**config.mk**
```make
export PLATFORM = sky130hd
export DESIGN_NAME = alu_xor_6bit
export DESIGN_NICKNAME = d
export VERILOG_FILES = /design/src/rtl/alu_xor_6bit_pkg.sv /design/src/rtl/alu_xor_6bit_flag_gen.sv /design/src/rtl/alu_xor_6bit.sv
export SDC_FILE = /design/constraint.sdc
export NUM_CORES = 1
export LEC_CHECK = 0
export ABC_AREA = 1
export CAP_MARGIN = 30
export CORE_UTILIZATION = 41
export CTS_BUF_LIST = sky130_fd_sc_hd__clkbuf_8
export DETAILED_ROUTE_END_ITERATION = 8
export PLACE_DENSITY = 0.78
export SLEW_MARGIN = 20
export SYNTH_ARGS = -nofsm -noshare
export SYNTH_HDL_FRONTEND = slang
export SYNTH_SLANG_ARGS = --single-unit
```
**constraint.sdc**
```tcl
create_clock -name clk -period 1.73 [get_ports clk]
set_input_delay 0.2595 -clock clk [delete_from_list [all_inputs] [get_ports clk]]
set_output_delay 0.2595 -clock clk [all_outputs]
set_load 0.03 [all_outputs]
```
**src/rtl/alu_xor_6bit_pkg.sv**
```systemverilog
// Shared definitions for the 6-bit ALU logic units.
package alu_xor_6bit_pkg;

    localparam int unsigned ALU_W = 6;

    // Status flags produced alongside every logic-unit result
    typedef struct packed {
        logic zero;
        logic parity;
        logic all_ones;
    } alu_flags_t;

    // Flag value matching a cleared (all-zero) result
    localparam alu_flags_t FLAGS_RST = '{zero: 1'b1, parity: 1'b0, all_ones: 1'b0};

endpackage : alu_xor_6bit_pkg

```
**src/rtl/alu_xor_6bit_flag_gen.sv**
```systemverilog
// Combinational flag generator shared by the XOR/AND/OR logic units.
module alu_flag_gen
    import alu_xor_6bit_pkg::*;
#(
    parameter int unsigned WIDTH = ALU_W
) (
    input  logic [WIDTH-1:0] i_result,
    output alu_flags_t       o_flags_c
);

    // Derive zero / parity / all-ones from the result about to be registered
    always_comb begin
        o_flags_c          = FLAGS_RST;
        o_flags_c.zero     = (i_result == '0);
        o_flags_c.parity   = ^i_result;
        o_flags_c.all_ones = &i_result;
    end

endmodule : alu_flag_gen

```
**src/rtl/alu_xor_6bit.sv**
```systemverilog
// Bitwise XOR stage of the 6-bit ALU: registered A ^ B with status flags.
module alu_xor_6bit
    import alu_xor_6bit_pkg::*;
#(
    parameter int unsigned WIDTH = ALU_W
) (
    input  logic             clk,
    input  logic             rst_n,
    input  logic             in_valid,
    input  logic [WIDTH-1:0] A,
    input  logic [WIDTH-1:0] B,
    output logic [WIDTH-1:0] X,
    output logic             out_valid,
    output logic             zero,
    output logic             parity,
    output logic             all_ones
);

    logic [WIDTH-1:0] w_x;
    alu_flags_t       w_flags;

    logic [WIDTH-1:0] r_x;
    alu_flags_t       r_flags;
    logic             r_out_valid;

    assign w_x = A ^ B;

    // Flags come from the value being captured, so X and flags never disagree
    alu_flag_gen #(
        .WIDTH (WIDTH)
    ) u_flag_gen (
        .i_result  (w_x),
        .o_flags_c (w_flags)
    );

    // Capture registers: reset wins over in_valid, otherwise hold when idle
    always_ff @(posedge clk) begin
        if (!rst_n) begin
            r_x         <= '0;
            r_flags     <= FLAGS_RST;
            r_out_valid <= 1'b0;
        end else begin
            r_out_valid <= in_valid;
            if (in_valid) begin
                r_x     <= w_x;
                r_flags <= w_flags;
            end
        end
    end

    assign X         = r_x;
    assign out_valid = r_out_valid;
    assign zero      = r_flags.zero;
    assign parity    = r_flags.parity;
    assign all_ones  = r_flags.all_ones;

endmodule : alu_xor_6bit

```
==> flow_summary_export.csv, run 1 <==
group,metric,value,unit
run_status,status,"finished, violations left",
run_status,violations,"negative setup slack",
routing,vias_per_cell,5.150,
final_layout,final_layout_size_suffix_gt1_share,21.70,%
final_layout,finalNetCount,126,
grt,grt_pass1_vias,529,
timing,maxSlewHeadroom,78.06,%
worst_hold_path,hold_depth,2,
die,die_w,38.35,µm
clock_tree,cts.sinks,10,
power,p_int,0.5671,mW
place,place_hpwl,944.7,µm
clock_tree,tritoncts,"yes",
die,die_area,1471,µm²
worst_hold_path,holdCritPathClass,"reg2reg",
timing,tns,-0.01061,ns
final_layout,register_area,200.2,µm²
clock_tree,holdBufCountCts,0,
timing,finClkSkew,0,ns
timing,finalHoldViolCount,0,
yosys,synth_area_leader_cell,"dfxtp_1",
final_layout,final_util,79.38,%
grt,use_met2,36.86,%
worst_setup_path,r2r_slack,1.05,ns
routing,drtAntennaViolNets,0,
timing,fin_crit,1.741,ns
worst_setup_path,max_stage_delay,0.50,ns
yosys,yosys.area.top_type_share,36.95,%
power,power_frac_comb,30.8,%
worst_setup_path,worstPathCellList,"clkdlybuf4s50_1 -> xor2_1 -> inv_1 -> ha_1 -> xor2_2 -> nand3_1 -> nand3_1 -> nand2_1 -> inv_1",
routing,drcViolationCount,0,
timing,drv_slew,0,
power,power.leakage,0.4435,nW
routing,wl,1603,µm
yosys,ys_seq_area_share,36.95,%
timing,fin_worst_hold_slack,0.4756,ns
power,power.density,863.7,nW/µm²
worst_setup_path,end_kind,"register",
yosys,syn_area,541.8,µm²
clock_tree,clkTransAtPathRegs,0.05,ns
final_layout,synthToLayoutAreaGrowth,71.59,%
place,gp_congestion,0.7968,
power,power_frac_seq,32.1,%
timing,worst_slack,-0.01061,ns
final_layout,multi_input_area,316.6,µm²
grt,busiest_layer,"met2",
power,power_switching,0.2359,mW
yosys,syn_avg_cell_area,7.525,µm²
clock_tree,cts_made_buffers,3,
clock_tree,cts.root.buffer_cell,"clkbuf_8",
grt,grt_pass1_wl,2104,µm
yosys,yosys-top-cells-count,"nand2_1, dfxtp_1, nand3_1, inv_1, o21ai_0",
routing,wl_per_cell,13.36,µm
yosys,syn_inst,72,
timing,fin_crit_sh,100.6,%
clock_tree,clock_path_buffers,2,
yosys,ys_types,13,
grt,antenna_found_initial,0,
worst_setup_path,critPathLaunchType,"input port",
yosys,netlist_top_cells_area,"dfxtp_1, nand2_1, ha_1, nand3_1, xor2_1",
power,p_clk_share,37.1,%
die,initial_core_util,46.26,%
clock_tree,htreeDepth,1,
grt,grtUsageMet3,5.233,%
grt,met1_usage,23.57,%
final_layout,antenna_cells,0,
die,die_y,38.35,µm
worst_setup_path,path_class,"in2reg",
routing,drtIter0Drc,18,
worst_setup_path,slowest_stage,"clkdlybuf4s50_1",
timing,max_slew.worst_pin.slew,0.3281,ns
worst_setup_path,crit_family,"buffers and inverters",
routing,vias,618,
power,vdd_drop_max,0.6463,mV
die,core_area,1171,µm²
yosys,synth_nets,91,
grt,grt-ovfl-total,0,
clock_tree,clk_latency,0.24,ns
place,dp_slack,-0.1380,ns
yosys,dominantRegCellSynth,"dfxtp_1",
grt,grt_max_degree,10,
timing,clock.fmax,574.5,MHz
worst_setup_path,worstPathMaxFanout,2,
worst_setup_path,critPathBufInv,3,
worst_setup_path,cp_data_arrival_time,1.88,ns
yosys,yosys_warnings,0,
yosys,async_flop_share,0,%
grt,grt_use_total,21.12,%
yosys,ys_seq_elements,10,
worst_setup_path,worst-r2r-cell-count,2,
yosys,synth.most_common_cell,"nand2_1",
yosys,synth_edf_count,0,
run,drv_cap,0,
final_layout,fill_cells,75,
die,rows,12,
timing,setup_viol,1,
worst_setup_path,worstPathRequired,1.87,ns
power,power.total,0.8030,mW
place,port-buffer-count,24,
routing,dr.pass1.iters,4,
die,io_pins,25,
worst_setup_path,cp.depth,9,
power,switching_share,29.38,%
registers in the layout, summed over array words and instances, names as in the netlist:
register   count
all_ones       1
out_valid      1
parity         1
zero           1
X              6
layer usage:
layer | wire [µm] | part of all wire [%]
met1 | 640 | 40
met3 | 121 | 7.5
met4 | 19 | 1.2
met5 | 0 | 0
met2 | 820 | 51
cells by family after synthesis:
group	share of synthesized area, %
DFF	36.95
buffers and inverters	9.700
adders and majority gates	9.238
AOI/OAI and AO/OA	8.777
xor gates and xnor gates	8.083
and+or+nand+nor	27.25
worst reg2reg max path: cells and delay by family (launching register included):
family,cells,cell delay [ns]
simple gates,1,0.10
flops,1,0.33
compound gates,1,0.12
power by group through the flow:
stage | combinational [mW] | clock (mW) | sequential [mW]
2_1_floorplan | 0.0799 | 0 | 0.295
3_3_place_gp | 0.209 | 0 | 0.261
3_5_place_dp | 0.212 | 0 | 0.262
4_1_cts | 0.215 | 0.302 | 0.257
5_1_grt | 0.268 | 0.314 | 0.259
6_report | 0.247 | 0.298 | 0.258
per-stage QoR:
| stage | area [µm²] | cells |
|---|---|---|
| 2_1_floorplan | 541.8 | 72 |
| 3_3_place_gp | 829.5 | 114 |
| 3_5_place_dp | 829.5 | 114 |
| 4_1_cts | 884.6 | 118 |
| 5_1_grt | 929.6 | 120 |
| 6_report | 929.6 | 120 |
repair_timing:
item                                    CTS  global route
endpoints found under the setup margin    0             1
gates resized for setup                   0             4
buffers inserted                          0             2
worst paths after layout:
check	start	end
worst max register to register	X[4]	X[4]
worst max-delay path	A[2]	parity
worst min register to register	zero	zero
worst min-delay path	zero	zero
cells in the final DEF (no fill, tap or decap):
master           instances
a21boi_0                 1
xor2_1                   3
buf_4                    7
nand3_1                  9
dfxtp_1                 10
clkbuf_8                 4
nand2_2                  6
ha_1                     3
ha_4                     1
clkdlybuf4s50_1         23
xor2_2                   2
o21ai_0                  8
inv_2                    3
nand2_1                 14
dlymetal6s2s_1           1
nand4_1                  2
inv_1                    8
clkinv_1                 1
area by class of cell:
type                       instances  share of cell area, %
multi-input combinational         49                  34.05
sequential                        10                  21.53
timing repair buffer              31                  31.76
inverter                          12                  4.845
tap                               14                  1.884
clock buffer                       4                  5.922
Power figures use the tool's default switching activity.
==> run 2: changes to the inputs <==
GPL_ROUTABILITY_DRIVEN = 0   (was default)
==> results of run 2 <==
The final DEF is identical to that of run 1; final timing and power are the same.
